<file path="config.mk">
export PLATFORM = sky130hd
export DESIGN_NAME = spi_master
export DESIGN_NICKNAME = d
export VERILOG_FILES = /design/src/rtl/spi_master.sv
export SDC_FILE = /design/constraint.sdc
export NUM_CORES = 1
export LEC_CHECK = 0
export ABC_AREA = 1
export ABC_CLOCK_PERIOD_IN_PS = 2800
export BUFFER_PORTS_ARGS = -buffer_cell sky130_fd_sc_hd__clkbuf_2
export CAP_MARGIN = 15
export CORE_ASPECT_RATIO = 0.75
export CORE_MARGIN = 4
export CORE_UTILIZATION = 56
export CTS_CLUSTER_SIZE = 28
export DETAILED_ROUTE_END_ITERATION = 8
export PLACE_DENSITY = 0.76
export SLEW_MARGIN = 0
export SYNTH_ARGS = -nofsm -noshare
export SYNTH_HDL_FRONTEND = slang
export SYNTH_SLANG_ARGS = --single-unit
</file>
<file path="constraint.sdc">
create_clock -name sysclk -period 2.8 [get_ports sysclk]
set_input_delay 0.28 -clock sysclk [delete_from_list [all_inputs] [get_ports sysclk]]
set_output_delay 0.28 -clock sysclk [all_outputs]
set_load 0.01 [all_outputs]
</file>
<file path="src/rtl/spi_master.sv">
// SPI Mode 0 master: shifts one command frame out on MOSI (MSB first) while
// capturing the reply on MISO. SCLK and CS are generated from sysclk.
module spi_master #(
  parameter int unsigned FRAME_WIDTH = 24,
  parameter int unsigned CLK_DIV     = 4
) (
  input  logic                   sysclk,
  input  logic                   rst,
  input  logic                   i_start,
  input  logic [7:0]             i_cmd,
  input  logic [7:0]             i_addr,
  input  logic [7:0]             i_payload,
  input  logic                   miso,
  output logic                   sclk,
  output logic                   cs,
  output logic                   mosi,
  output logic                   o_busy,
  output logic                   o_done,
  output logic [FRAME_WIDTH-1:0] o_rx_frame
);

  localparam int unsigned PHASE_W = (CLK_DIV > 1) ? $clog2(CLK_DIV) : 1;
  localparam int unsigned BIT_W   = $clog2(FRAME_WIDTH);
  localparam logic [PHASE_W-1:0] PHASE_LAST = PHASE_W'(CLK_DIV - 1);
  localparam logic [BIT_W-1:0]   BIT_LAST   = BIT_W'(FRAME_WIDTH - 1);

  typedef enum logic [2:0] {IDLE, SETUP, SHIFT, HOLD, GAP} state_t;

  state_t                  state_q, state_d;
  logic [PHASE_W-1:0]      phase_q, phase_d;
  logic [BIT_W-1:0]        bit_q, bit_d;
  logic [FRAME_WIDTH-1:0]  tx_q, tx_d;
  logic [FRAME_WIDTH-1:0]  rx_q, rx_d;
  logic                    miso_q;
  logic                    sclk_d, cs_d, mosi_d, busy_d, done_d;
  logic [FRAME_WIDTH-1:0]  rx_frame_d;
  logic [FRAME_WIDTH-1:0]  start_frame;
  logic                    phase_wrap;

  assign start_frame = FRAME_WIDTH'({i_cmd, i_addr, i_payload});
  assign phase_wrap  = (phase_q == PHASE_LAST);

  // State and output registers
  always_ff @(posedge sysclk or posedge rst) begin
    if (rst) begin
      state_q    <= IDLE;
      phase_q    <= '0;
      bit_q      <= '0;
      tx_q       <= '0;
      rx_q       <= '0;
      miso_q     <= 1'b0;
      sclk       <= 1'b0;
      cs         <= 1'b1;
      mosi       <= 1'b0;
      o_busy     <= 1'b0;
      o_done     <= 1'b0;
      o_rx_frame <= '0;
    end else begin
      state_q    <= state_d;
      phase_q    <= phase_d;
      bit_q      <= bit_d;
      tx_q       <= tx_d;
      rx_q       <= rx_d;
      miso_q     <= miso;
      sclk       <= sclk_d;
      cs         <= cs_d;
      mosi       <= mosi_d;
      o_busy     <= busy_d;
      o_done     <= done_d;
      o_rx_frame <= rx_frame_d;
    end
  end

  // Next-state and next-output logic
  always_comb begin
    state_d    = state_q;
    phase_d    = phase_q;
    bit_d      = bit_q;
    tx_d       = tx_q;
    rx_d       = rx_q;
    sclk_d     = sclk;
    cs_d       = cs;
    mosi_d     = mosi;
    busy_d     = o_busy;
    done_d     = 1'b0;
    rx_frame_d = o_rx_frame;

    case (state_q)
      IDLE: begin
        cs_d    = 1'b1;
        sclk_d  = 1'b0;
        mosi_d  = 1'b0;
        busy_d  = 1'b0;
        phase_d = '0;
        bit_d   = '0;
        if (i_start) begin
          tx_d    = start_frame;
          mosi_d  = start_frame[FRAME_WIDTH-1];
          cs_d    = 1'b0;
          busy_d  = 1'b1;
          state_d = SETUP;
        end
      end
      SETUP: begin
        phase_d = phase_q + PHASE_W'(1);
        if (phase_wrap) begin
          phase_d = '0;
          sclk_d  = 1'b1;
          state_d = SHIFT;
        end
      end
      SHIFT: begin
        phase_d = phase_q + PHASE_W'(1);
        if (phase_wrap) begin
          phase_d = '0;
          if (sclk) begin
            // Falling edge: capture MISO at the end of the high phase, advance MOSI
            sclk_d = 1'b0;
            rx_d   = {rx_q[FRAME_WIDTH-2:0], miso_q};
            tx_d   = tx_q << 1;
            if (bit_q == BIT_LAST) begin
              mosi_d  = 1'b0;
              bit_d   = '0;
              state_d = HOLD;
            end else begin
              mosi_d = tx_q[FRAME_WIDTH-2];
              bit_d  = bit_q + BIT_W'(1);
            end
          end else begin
            sclk_d = 1'b1;
          end
        end
      end
      HOLD: begin
        phase_d = phase_q + PHASE_W'(1);
        if (phase_wrap) begin
          phase_d    = '0;
          cs_d       = 1'b1;
          done_d     = 1'b1;
          rx_frame_d = rx_q;
          state_d    = GAP;
        end
      end
      GAP: begin
        phase_d = phase_q + PHASE_W'(1);
        if (phase_wrap) begin
          phase_d = '0;
          busy_d  = 1'b0;
          state_d = IDLE;
        end
      end
      default: state_d = IDLE;
    endcase
  end

endmodule

</file>
## Word level (Yosys, flattened, before mapping)

Cells that the tools add are included.
W data, S select, Z words.

- Bits in registers: 87
- Input port bits: 28
- Logic and storage cells: 76

- Add/subtract/negate cells: 2
- Equal/unequal tests: 13
- Muxes and demuxes: 34
- Reductions and logical operators: 15

Operators by type and width:

| kind | number |
|---|---|
| $mux W23 | 3 |
| $pmux W23 S2 | 1 |
| $mux W3 | 7 |
| $mux W5 | 3 |
| $pmux W3 S5 | 1 |
| $ne A2 B2 Y1 const B | 7 |
| $mux W1 | 12 |
| $pmux W5 S2 | 1 |
| $reduce_and A3 Y1 | 3 |
| $reduce_bool A2 Y1 | 4 |
| $reduce_and A7 Y1 | 1 |
| $eq A3 B2 Y1 const B | 2 |
| $pmux W1 S2 | 3 |
| $reduce_and A2 Y1 | 3 |
| $add A5 B1 Y5 const B | 1 |
| $eq A5 B5 Y1 const B | 1 |
| $pmux W2 S2 | 1 |
| $reduce_and A4 Y1 | 1 |
| $reduce_or A4 Y1 | 1 |
| $eq A3 B1 Y1 const B | 1 |
| $eq A3 B3 Y1 const B | 1 |
| $logic_not A3 Y1 | 1 |
| $pmux W1 S3 | 1 |
| $reduce_bool A3 Y1 | 1 |
| other kinds (3) | 3 |

## Longest topological paths before layout

Gate-level depths: netlist of run 1.

- Word-level depth: 5
- Depth in mapped cells: 8
- Depth with buffers taken out: 8

## Least setup slack after synthesis of run 1

Ideal clock, no wire load.

- Path kind: reg-to-reg
- From: register phase_q[0]
- To: register rx_q[7]
- Data arrival time: 1.221 ns
- Setup slack: 1.448 ns
- Cell stages (with the launch flop): 7
- Path buffers: 2
- Period minus slack after synthesis: 1.352 ns
- Cell sequence: dfrtp_1 ha_1 nand4_2 buf_4 buf_2 nand2_1 o21ai_1

- Longest elaborated chain between the ends: 2

RTL lines:

| element | line | text |
|---|---|---|
| start: declaration | 30 | `logic [PHASE_W-1:0] phase_q, phase_d;` |
| start signal: assignment | 60 | `phase_q <= phase_d;` |
| $eq A2 B2 Y1 | 41 | `assign phase_wrap = (phase_q == PHASE_LAST);` |
| $reduce_and A3 Y1 (no line) | -- |  |
| end signal: assignment | 63 | `rx_q <= rx_d;` |
| end: declaration | 33 | `logic [FRAME_WIDTH-1:0] rx_q, rx_d;` |

Every way passes these cells.
A chain may end at the register's enable or synchronous reset.

## Worst setup path after layout of run 1

- From: register phase_q[0]
- To: register bit_q[1]

- Longest elaborated chain between the ends: 3

RTL lines:

| element | line | text |
|---|---|---|
| $eq A2 B2 Y1 | 41 |  |
| $ne A2 B2 Y1 (no line) | -- |  |
| $reduce_and A3 Y1 (no line) | -- |  |
| end signal: assignment | 61 | `bit_q <= bit_d;` |
| end: declaration | 31 | `logic [BIT_W-1:0] bit_q, bit_d;` |

Every way passes these cells.

==> results of run 1 <==
flip-flops by register name, indices dropped and copies added, names as in the netlist:
signal / cells
bit_q: 5
state_q: 3
tx_q: 23
o_rx_frame: 24
cs: 1
rx_q: 24
o_done: 1
mosi: 1
sclk: 1
miso_q: 1
o_busy: 1
phase_q: 2
cell usage in the layout, fill, tap and decap left out, drive strengths merged, types with 3 or more instances in the layout:
master and n:
nand2 133, o21ai 92, dfrtp 86, clkbuf 67
inv 57, nand3 15, nor2 9, bufinv 4
a21oi 3, buf 3
Yosys cell counts, types with 3 or more instances:
master	count
sky130_fd_sc_hd__buf_2	7
sky130_fd_sc_hd__dfrtp_1	86
sky130_fd_sc_hd__o21ai_0	16
sky130_fd_sc_hd__buf_4	5
sky130_fd_sc_hd__nor2_1	7
sky130_fd_sc_hd__nand3_1	14
sky130_fd_sc_hd__nand2_2	3
sky130_fd_sc_hd__clkbuf_1	3
sky130_fd_sc_hd__buf_6	4
sky130_fd_sc_hd__inv_2	4
sky130_fd_sc_hd__o21ai_1	76
sky130_fd_sc_hd__inv_1	54
sky130_fd_sc_hd__nand2_1	130
sky130_fd_sc_hd__a21oi_1	3
critical path: cells and delay by family, from the launching register on:
kind	cells	cell delay (ps)
buffers and inverters	2	600
AND/OR/NAND/NOR	4	500
flip-flops	1	400
adder cells (fa/ha/maj)	1	270
routing by layer:
metal	global-route usage, %	up-vias	routed length, µm
met1	25.9	1254	3410
met5	0	-	0
met3	6.13	10	355
met2	31.0	46	3100
li1	-	1451	-
met4	5.24	0	92
metrics by stage:
| step | cell area, µm² | setup slack, ps | utilization (%) | total power (W) | hold slack, ps |
|---|---|---|---|---|---|
| after global placement | 4000 | 1090 | 62.7 | 0.00256 | 364 |
| after detailed placement | 4000 | 1010 | 62.7 | 0.00260 | 368 |
| after floorplan | 3710 | 271 | - | 0.00243 | 311 |
| final | 4280 | 987 | 67.1 | 0.00372 | 31.2 |
| after global routing | 4280 | 773 | 67.1 | 0.00400 | 5.25 |
| after CTS | 4280 | 964 | 67.1 | 0.00376 | 17.1 |
report_power, final:
group          switching [W]  internal [W]
Combinational       0.000647      0.000314
Clock               0.000434      0.000709
Sequential          0.000116       0.00150
cells by family (layout without fill, tap and decap cells):
family / Yosys count / in the layout / share of synthesized area (%)
flip-flops: 87 / 87 / 58.6
buffers and inverters: 77 / 134 / 9.33
AND/OR/NAND/NOR: 161 / 161 / 17.8
XOR/XNOR: 1 / 1 / 0.236
AO/OA/AOI/OAI: 98 / 98 / 13.4
adder cells (fa/ha/maj): 2 / 2 / 0.674
final cells by class:
type                    count  area [µm²]
multi-input cells         262        1190
inverters                  58         219
repair buffers             60         325
fillers                   513        2100
clock inverters             5         129
clock buffers              11         141
well taps                  81         101
flip-flops and latches     87        2180
repair_timing:
item	CTS	global route
hold buffers	1	0
endpoints found under the hold margin	35	0
endpoints found under the setup margin	0	0
worst paths after layout:
| path | from | end | slack (ps) |
|---|---|---|---|
| worst max-delay path | phase_q[0] | bit_q[1] | 990 |
| worst min-delay path | miso | miso_q | 30 |
| worst max register to register | phase_q[0] | bit_q[1] | 990 |
| worst min register to register | bit_q[4] | bit_q[4] | 470 |
| max in group asynchronous | rst | cs | 1550 |
| min in group asynchronous | rst | tx_q[11] | 510 |
==> metrics.txt, run 1 <==
# TYPE chip_impl_metric gauge
chip_impl_metric{name="synth-edff-count",unit=""} 0
chip_impl_metric{name="clk_pin_slew_worst_paths",unit="ps"} 80
chip_impl_metric{name="pwr_density_cell",unit="nW/µm²"} 869
chip_impl_info{name="synth.area.top_cells",value="sky130_fd_sc_hd__dfrtp_1 (58%), sky130_fd_sc_hd__nand2_1 (13%), sky130_fd_sc_hd__o21ai_1 (10%)"} 1
chip_impl_metric{name="io_buffer_count",unit=""} 56
chip_impl_info{name="slowest_stage",value="sky130_fd_sc_hd__buf_4"} 1
chip_impl_metric{name="p_leak",unit="nW"} 2.15
chip_impl_metric{name="holdPathStages",unit=""} 1
chip_impl_metric{name="post_layout_nonfiller_instances",unit=""} 564
chip_impl_metric{name="cts_sinks",unit=""} 87
chip_impl_metric{name="ys_ff_latch",unit=""} 87
chip_impl_metric{name="library_cells_used_by_synthesis",unit=""} 26
chip_impl_metric{name="placement_rows",unit=""} 25
chip_impl_metric{name="clk_path_buf_depth",unit=""} 2
chip_impl_metric{name="slew_viol_final",unit=""} 0
chip_impl_metric{name="finalCriticalPeriod",unit="ps"} 1810
chip_impl_metric{name="max_cap_violations",unit=""} 0
chip_impl_metric{name="hpwl",unit="µm"} 4650
chip_impl_metric{name="die_h",unit="µm"} 78.5
chip_impl_metric{name="worstPathArrival",unit="ps"} 2110
chip_impl_metric{name="ys_seq_area_share",unit="%"} 58.6
chip_impl_metric{name="initial_utilization",unit="%"} 58.2
chip_impl_metric{name="postSynth.asyncResetShare",unit="%"} 100
chip_impl_metric{name="grt_pass1_wl",unit="µm"} 12200
chip_impl_metric{name="setup_viol_count_final",unit=""} 0
chip_impl_metric{name="yosys_warnings",unit=""} 0
chip_impl_metric{name="routed_via_density",unit=""} 4.90
chip_impl_metric{name="critical-path-max-stage-delay",unit="ps"} 410
chip_impl_metric{name="initialDrtViolationCount",unit=""} 154
chip_impl_metric{name="groute.usage.overall",unit="%"} 19.5
chip_impl_metric{name="finish.net_count",unit=""} 508
chip_impl_info{name="synth_area_leader_cell",value="sky130_fd_sc_hd__dfrtp_1"} 1
chip_impl_info{name="cts_tree",value="done"} 1
chip_impl_metric{name="number_of_buffers_created_by_cts",unit=""} 9
chip_impl_info{name="cts_root_buffer",value="sky130_fd_sc_hd__clkbuf_8"} 1
chip_impl_info{name="timing.critical_path.mode_cell",value="sky130_fd_sc_hd__nand2_1"} 1
chip_impl_metric{name="grt_max_degree",unit=""} 53
chip_impl_info{name="crit_path_end_kind",value="flip-flop"} 1
chip_impl_metric{name="headroom_to_the_max_slew_limit",unit="%"} 48.7
chip_impl_info{name="critical_path_class",value="flip-flop to flip-flop"} 1
chip_impl_info{name="crit_path_start_kind",value="flip-flop"} 1
chip_impl_metric{name="netlist.area_leader.share",unit="%"} 57.9
chip_impl_metric{name="floorplan.die_area",unit="µm²"} 8010
chip_impl_metric{name="worst_reg2reg_path_depth",unit=""} 7
chip_impl_metric{name="number_of_global_route_vias_before_repair",unit=""} 2668
chip_impl_metric{name="worst_pin_slew",unit="ps"} 767
chip_impl_metric{name="worst_ep_required_time",unit="ps"} 3090
chip_impl_metric{name="gr-total-overflow",unit=""} 0
chip_impl_metric{name="placedCellCount",unit=""} 547
chip_impl_info{name="hold_path_class",value="input pin to flip-flop"} 1
chip_impl_metric{name="layout_cells_sized_above_1",unit="%"} 18.0
chip_impl_metric{name="finClkSkew",unit="ps"} 5.49
chip_impl_metric{name="min_period_over_period",unit="%"} 64.8
chip_impl_metric{name="fin_tns_setup",unit="ps"} 0
chip_impl_metric{name="dr_total_vias",unit=""} 2761
chip_impl_metric{name="cts-htree-levels",unit=""} 3
chip_impl_metric{name="postSynthCellCount",unit=""} 426
chip_impl_metric{name="antenna_found_initial",unit=""} 0
chip_impl_info{name="setup_repair_after_global_routing_missed_its_margin",value="false"} 1
chip_impl_metric{name="synth_area_per_cell",unit="µm²"} 8.72
chip_impl_metric{name="finalHoldViolations",unit=""} 0
chip_impl_metric{name="die-width",unit="µm"} 102
chip_impl_metric{name="worstSkewPairLatency",unit="ps"} 350
chip_impl_metric{name="ant_nets",unit=""} 0
chip_impl_metric{name="post-route-drc-count",unit=""} 0
chip_impl_metric{name="netlist_area",unit="µm²"} 3710
chip_impl_metric{name="post_cts.repair.setup_buffers",unit=""} 0
chip_impl_info{name="status",value="finished, final reports clean"} 1
chip_impl_metric{name="syn-num-nets",unit=""} 456
chip_impl_metric{name="final_gp_congestion",unit=""} 0.836
chip_impl_metric{name="ir_drop",unit="mV"} 0.599
chip_impl_metric{name="route.final.wire_length",unit="µm"} 6950
chip_impl_metric{name="ant_cells",unit=""} 0
chip_impl_metric{name="worstPathMaxFanout",unit=""} 49
chip_impl_metric{name="post_drt_wl_per_cell",unit="µm"} 12.3
chip_impl_metric{name="core",unit="µm²"} 6380
chip_impl_metric{name="cts_repair_resize_count",unit=""} 0
chip_impl_info{name="synth_ff_type",value="sky130_fd_sc_hd__dfrtp_1"} 1
chip_impl_metric{name="drt-pass1-iter-count",unit=""} 5
chip_impl_metric{name="syn_to_layout_area_delta",unit="%"} 15.3
chip_impl_info{name="crit_path_cell_trace",value="ha_1, nand4_2, buf_4, nand2_2, inv_1, nand2_1, nand2_1"} 1
chip_impl_metric{name="upper_clock_frequency_limit",unit="GHz"} 0.552
chip_impl_metric{name="boundaryPins",unit=""} 57
Note: power is estimated with default switching activity, not from simulation.
==> run 2: changes to the inputs <==
Settings changed: ABC_CLOCK_PERIOD_IN_PS 2800 to 1500, CORE_UTILIZATION 56 to 51, PLACE_DENSITY 0.76 to 0.73.
Clock period 2.8 ns to 1.5 ns, I/O delays scaled along.
==> metrics.txt, run 2 (synthesis gave the netlist of run 1 again) <==
# TYPE chip_impl_metric gauge
chip_impl_info{name="status",value="finished, final reports clean"} 1
chip_impl_metric{name="ant_nets",unit=""} 0
chip_impl_metric{name="design_area_final",unit="µm²"} 4370
chip_impl_metric{name="initialDrtViolationCount",unit=""} 172
chip_impl_metric{name="ir_drop",unit="mV"} 0.776
chip_impl_metric{name="fin_tns_setup",unit="ps"} 0
chip_impl_metric{name="worst_reg2reg_path_depth",unit=""} 6
chip_impl_metric{name="hpwl",unit="µm"} 4570
chip_impl_info{name="crit_path_start_kind",value="flip-flop"} 1
chip_impl_metric{name="route.final.wire_length",unit="µm"} 6970
chip_impl_metric{name="cts_sinks",unit=""} 87
chip_impl_metric{name="die_h",unit="µm"} 81.9
chip_impl_metric{name="p_leak",unit="nW"} 2.16
chip_impl_metric{name="gr-total-overflow",unit=""} 0
chip_impl_metric{name="worstPathMaxFanout",unit=""} 23
chip_impl_metric{name="clock_power_share",unit="%"} 23.0
chip_impl_info{name="cts_root_buffer",value="sky130_fd_sc_hd__clkbuf_8"} 1
chip_impl_info{name="r2r_end",value="tx_q[13]"} 1
chip_impl_metric{name="headroom_to_the_max_slew_limit",unit="%"} 81.0
chip_impl_metric{name="drt-pass1-iter-count",unit=""} 4
chip_impl_metric{name="setup_viol_count_final",unit=""} 0
chip_impl_metric{name="die-width",unit="µm"} 107
chip_impl_metric{name="io_buffer_count",unit=""} 56
chip_impl_metric{name="worst_ep_required_time",unit="ps"} 1790
chip_impl_metric{name="upper_clock_frequency_limit",unit="GHz"} 0.716
chip_impl_info{name="endpoint",value="tx_q[13]"} 1
chip_impl_metric{name="syn_to_layout_area_delta",unit="%"} 17.6
chip_impl_metric{name="slew_viol_final",unit=""} 0
chip_impl_info{name="critical_path.reg2reg.startpoint",value="phase_q[0]"} 1
chip_impl_metric{name="worst_pin_slew",unit="ps"} 283
chip_impl_metric{name="p_sw",unit="W"} 0.00232
chip_impl_metric{name="floorplan.die_area",unit="µm²"} 8730
chip_impl_info{name="timing.critical_path.from",value="phase_q[0]"} 1
chip_impl_metric{name="worstPathArrival",unit="ps"} 1690
chip_impl_metric{name="final_gp_congestion",unit=""} 0.896
chip_impl_info{name="hold_path_class",value="input pin to flip-flop"} 1
chip_impl_metric{name="dpl_cell_area",unit="µm²"} 4130
chip_impl_metric{name="combPwrFrac",unit="%"} 30.8
chip_impl_metric{name="power_frac_seq",unit="%"} 46.2
chip_impl_metric{name="cts-htree-levels",unit=""} 3
chip_impl_metric{name="pwr_density_cell",unit="nW/µm²"} 1500
chip_impl_metric{name="antenna_found_initial",unit=""} 0
chip_impl_metric{name="internal-power",unit="W"} 0.00424
chip_impl_metric{name="max_cap_violations",unit=""} 0
chip_impl_info{name="cts_tree",value="done"} 1
chip_impl_metric{name="finish.net_count",unit=""} 515
chip_impl_metric{name="boundaryPins",unit=""} 57
chip_impl_metric{name="groute.usage.overall",unit="%"} 17.1
chip_impl_metric{name="clk_pin_slew_worst_paths",unit="ps"} 90
chip_impl_metric{name="power.total",unit="W"} 0.00656
chip_impl_metric{name="post-route-drc-count",unit=""} 0
chip_impl_metric{name="rrSetupSlack",unit="ps"} 100
chip_impl_metric{name="routed_via_density",unit=""} 4.84
chip_impl_info{name="critical_path_class",value="flip-flop to flip-flop"} 1
chip_impl_metric{name="ant_cells",unit=""} 0
chip_impl_info{name="reg.largest.list",value="o_rx_frame: 24 flops, rx_q: 24 flops, tx_q: 23 flops"} 1
chip_impl_metric{name="placement_rows",unit=""} 26
chip_impl_info{name="final_common_cell",value="sky130_fd_sc_hd__nand2_1"} 1
chip_impl_metric{name="clk_path_buf_depth",unit=""} 2
chip_impl_metric{name="layout_cells_sized_above_1",unit="%"} 19.6
chip_impl_metric{name="finalHoldViolations",unit=""} 0
chip_impl_metric{name="post_drt_wl_per_cell",unit="µm"} 11.9
chip_impl_metric{name="number_of_buffers_created_by_cts",unit=""} 9
chip_impl_metric{name="dr_total_vias",unit=""} 2845
chip_impl_metric{name="grt_max_degree",unit=""} 52
chip_impl_metric{name="initial_utilization",unit="%"} 53.6
chip_impl_metric{name="grt_pass1_wl",unit="µm"} 11800
chip_impl_metric{name="finClkSkew",unit="ps"} 13.8
chip_impl_metric{name="number_of_global_route_vias_before_repair",unit=""} 2663
chip_impl_metric{name="core",unit="µm²"} 6930
chip_impl_metric{name="worstSkewPairLatency",unit="ps"} 360
chip_impl_metric{name="power.share.switching",unit="%"} 35.4
chip_impl_metric{name="finalCriticalPeriod",unit="ps"} 1400
chip_impl_metric{name="min_period_over_period",unit="%"} 93.1
chip_impl_info{name="mostFrequentLayoutCells",value="sky130_fd_sc_hd__nand2_1 (130), sky130_fd_sc_hd__dfrtp_1 (84), sky130_fd_sc_hd__o21ai_1 (76), sky130_fd_sc_hd__clkbuf_2 (56), sky130_fd_sc_hd__inv_1 (53)"} 1
chip_impl_info{name="crit_path_end_kind",value="flip-flop"} 1
==> run 2: worst min path at each step <==
stage                       from            end  slack (ps)  cells past startpoint
floorplan                   miso         miso_q         180                      0
finish              i_payload[0]        tx_q[0]          40                      3
detailed placement           rst  o_rx_frame[1]         110                      2
global placement             rst  o_rx_frame[3]         100                      2
CTS                 i_payload[0]        tx_q[0]          30                      3
global route        i_payload[0]        tx_q[0]          50                      3
==> run 2: metrics by stage <==
step / hold WS, ps / instances / util [%] / worst slack, ps
detailed placement: 107 / 569 / 59.6 / 89.1
global route: 51.4 / 588 / 63.1 / -19.1
CTS: 25.3 / 587 / 62.5 / 74.9
floorplan: 181 / 426 / - / 148
finish: 37.1 / 588 / 63.1 / 103
global placement: 99.7 / 569 / 59.6 / 125
==> run 2: critical path, cell delays in order, from the launching register on <==
cell,delay (ps)
sky130_fd_sc_hd__dfrtp_1,380
sky130_fd_sc_hd__ha_2,250
sky130_fd_sc_hd__nand4_2,210
sky130_fd_sc_hd__nand2_4,160
sky130_fd_sc_hd__clkbuf_16,200
sky130_fd_sc_hd__nand2_1,60
sky130_fd_sc_hd__o21ai_1,70
==> run 2: area by class of cell <==
cell class / count / area [µm²]
tap: 98 / 123
fill: 593 / 2560
timing repair buffer: 67 / 460
inverter: 58 / 221
sequential: 87 / 2180
clock buffer: 11 / 141
multi-input combinational: 262 / 1200
clock inverter: 5 / 40.0
==> run 2: timing repair <==
action	in CTS	in global routing
endpoints found under the setup margin	0	25
hold buffers	2	0
resized for setup	0	5
endpoints found under the hold margin	36	0
buffers inserted	0	0
==> run 2: power by group through the flow <==
stage | registers [W] | logic [W] | clock network, W
final | 0.00303 | 0.00202 | 0.00151
after global routing | 0.00309 | 0.00234 | 0.00165
after CTS | 0.00302 | 0.00195 | 0.00154
after detailed placement | 0.00306 | 0.00193 | 0
after global placement | 0.00305 | 0.00190 | 0
after floorplan | 0.00305 | 0.00148 | 0
==> run 2: per-layer routing <==
| metal | global-route usage [%] | wire length [µm] |
|---|---|---|
| met5 | 0 | 0 |
| met3 | 4.32 | 294 |
| met1 | 22.4 | 3370 |
| met2 | 27.6 | 3220 |
| met4 | 7.15 | 80 |
==> run 3: changes to the inputs <==
Settings changed: REMOVE_ABC_BUFFERS from default to 1.
==> metrics.txt, run 3 (synthesis gave the netlist of run 1 again) <==
# TYPE chip_impl_metric gauge
chip_impl_info{name="slowest_stage",value="sky130_fd_sc_hd__dfrtp_1"} 1
chip_impl_info{name="status",value="finished, final reports clean"} 1
chip_impl_metric{name="headroom_to_the_max_slew_limit",unit="%"} 72.3
chip_impl_metric{name="post_layout_nonfiller_instances",unit=""} 589
chip_impl_metric{name="finClkSkew",unit="ps"} 11.4
chip_impl_metric{name="core",unit="µm²"} 6930
chip_impl_metric{name="ir_drop",unit="mV"} 0.875
chip_impl_metric{name="power.total",unit="W"} 0.00667
chip_impl_metric{name="final.setup.worst_slack",unit="ps"} 104
chip_impl_metric{name="grt_max_degree",unit=""} 49
chip_impl_metric{name="worst_pin_slew",unit="ps"} 415
chip_impl_metric{name="ant_nets",unit=""} 0
chip_impl_metric{name="die-width",unit="µm"} 107
chip_impl_metric{name="slew_viol_final",unit=""} 0
chip_impl_info{name="setup_repair_after_global_routing_missed_its_margin",value="false"} 1
chip_impl_metric{name="post_drt_wl_per_cell",unit="µm"} 11.6
chip_impl_metric{name="floorplan.die_area",unit="µm²"} 8730
chip_impl_metric{name="worstPathArrival",unit="ps"} 1640
chip_impl_metric{name="drt-pass1-iter-count",unit=""} 6
chip_impl_metric{name="route.final.wire_length",unit="µm"} 6820
chip_impl_metric{name="worstPathMaxFanout",unit=""} 6
chip_impl_metric{name="grt_pass1_wl",unit="µm"} 11800
chip_impl_metric{name="finalCriticalPeriod",unit="ps"} 1400
chip_impl_info{name="crit_path_cell_trace",value="nor2_2, nand2_1, nand3_1, nand2_1, nand2_1, nand2_1"} 1
chip_impl_metric{name="worstSkewPairLatency",unit="ps"} 350
chip_impl_metric{name="design_area_final",unit="µm²"} 4390
chip_impl_metric{name="groute.usage.overall",unit="%"} 17.0
chip_impl_info{name="final_common_cell",value="sky130_fd_sc_hd__nand2_1"} 1
chip_impl_metric{name="cts_sinks",unit=""} 87
chip_impl_metric{name="max_cap_violations",unit=""} 0
chip_impl_metric{name="setup_viol_count_final",unit=""} 0
chip_impl_metric{name="finish.net_count",unit=""} 516
chip_impl_metric{name="hpwl",unit="µm"} 4780
chip_impl_metric{name="route.met3.wl",unit="µm"} 343
chip_impl_metric{name="worst_ep_required_time",unit="ps"} 1740
chip_impl_metric{name="initialDrtViolationCount",unit=""} 110
chip_impl_metric{name="cts-htree-levels",unit=""} 3
chip_impl_metric{name="gr-total-overflow",unit=""} 0
chip_impl_metric{name="boundaryPins",unit=""} 57
chip_impl_metric{name="io_buffer_count",unit=""} 56
chip_impl_info{name="timing.critical_path.mode_cell",value="sky130_fd_sc_hd__nand2_1"} 1
chip_impl_metric{name="number_of_global_route_vias_before_repair",unit=""} 2597
chip_impl_metric{name="layout_cells_sized_above_1",unit="%"} 20.0
chip_impl_info{name="mostFrequentLayoutCells",value="sky130_fd_sc_hd__nand2_1 (130), sky130_fd_sc_hd__dfrtp_1 (84), sky130_fd_sc_hd__o21ai_1 (77), sky130_fd_sc_hd__clkbuf_2 (56), sky130_fd_sc_hd__inv_1 (53)"} 1
chip_impl_metric{name="syn_to_layout_area_delta",unit="%"} 18.2
chip_impl_metric{name="pwr_density_cell",unit="nW/µm²"} 1520
chip_impl_info{name="crit_path_start_kind",value="flip-flop"} 1
chip_impl_metric{name="post-route-drc-count",unit=""} 0
chip_impl_metric{name="clk_pin_slew_worst_paths",unit="ps"} 90
chip_impl_metric{name="antenna_found_initial",unit=""} 0
chip_impl_metric{name="post_cts.repair.setup_buffers",unit=""} 0
chip_impl_metric{name="initial_utilization",unit="%"} 53.6
chip_impl_metric{name="routed_via_density",unit=""} 4.70
chip_impl_metric{name="ant_cells",unit=""} 0
chip_impl_metric{name="placedCellCount",unit=""} 571
chip_impl_info{name="cts_tree",value="done"} 1
chip_impl_metric{name="detail_route.wirelength.met1",unit="µm"} 3390
chip_impl_info{name="dr.max_layer_used",value="met4"} 1
chip_impl_metric{name="p_leak",unit="nW"} 2.17
chip_impl_info{name="crit_path_end_kind",value="flip-flop"} 1
chip_impl_info{name="reg.largest.list",value="o_rx_frame: 24 flops, rx_q: 24 flops, tx_q: 23 flops"} 1
chip_impl_metric{name="clk_path_buf_depth",unit=""} 2
chip_impl_metric{name="placement_rows",unit=""} 26
chip_impl_metric{name="upper_clock_frequency_limit",unit="GHz"} 0.716
chip_impl_metric{name="min_period_over_period",unit="%"} 93.1
chip_impl_metric{name="dr_total_vias",unit=""} 2770
chip_impl_metric{name="postLayoutCoreUtil",unit="%"} 63.4
chip_impl_metric{name="number_of_buffers_created_by_cts",unit=""} 9
chip_impl_info{name="cts_root_buffer",value="sky130_fd_sc_hd__clkbuf_8"} 1
chip_impl_metric{name="dpl_cell_area",unit="µm²"} 4150
chip_impl_metric{name="finalHoldViolations",unit=""} 0
chip_impl_info{name="critical_path_class",value="flip-flop to flip-flop"} 1
chip_impl_metric{name="critical-path-max-stage-delay",unit="ps"} 490
chip_impl_info{name="hold_path_class",value="input pin to flip-flop"} 1
chip_impl_metric{name="dp_slack",unit="ps"} 116
chip_impl_metric{name="met2_wire_length",unit="µm"} 3030
chip_impl_metric{name="final_gp_congestion",unit=""} 0.861
chip_impl_metric{name="die_h",unit="µm"} 81.9
run 3: cell types whose count changed in the layout (fill, tap and decap cells not counted), sizes merged:
cell / delta
clkbuf: -2
clkinv: +2
bufinv: +1
buf: +2
clkinvlp: -2
run 3: area by class of cell:
type                            count  area (µm²)
Timing Repair Buffer               68         463
Fill cell                         617        2540
Multi-Input combinational cell    262        1200
Inverter                           58         219
Sequential cell                    87        2180
Clock buffer                       10         138
Clock inverter                      6        67.6
Tap cell                           98         123
run 3: final timing paths:
kind,from,endpoint,slack [ps],cells after the start
setup / recovery,state_q[1],state_q[0],100,6
hold / removal,i_payload[0],tx_q[0],50,3
setup reg to reg,state_q[1],state_q[0],100,6
hold reg to reg,bit_q[4],bit_q[4],480,2
max in group asynchronous,rst,o_rx_frame[21],620,4
min in group asynchronous,rst,o_rx_frame[0],330,3
run 3: metrics by stage:
| stage | TNS (ps) | hold slack, ps |
|---|---|---|
| after floorplan | -112280 | 181 |
| after global placement | 0 | 139 |
| after detailed placement | 0 | 143 |
| after CTS | 0 | 19.5 |
| after global routing | 0 | 27.9 |
| final | 0 | 47.6 |
run 3: where the power goes:
part | switching [W] | total, W | internal (W) | leakage (nW)
combinational | 0.00124 | 0.00196 | 0.000718 | 0.913
sequential | 0.000230 | 0.00304 | 0.00281 | 1.16
clock | 0.000850 | 0.00167 | 0.000824 | 0.0993
run 3: repair_timing:
item	CTS	global route
hold buffers	2	0
resized for setup	0	5
setup endpoints to repair	0	12
hold endpoints to repair	21	0
run 3: metal layers:
layer	global-route usage (%)	up-vias
met1	23.2	1242
li1	-	1467
met3	5.34	6
met4	3.45	0
met2	27.3	55
met5	0	-
run 3: worst max-delay path, delay by kind of cell (launching register included):
kind             cells  cell delay, ps
AND/OR/NAND/NOR      6             800
flip-flops           1             490
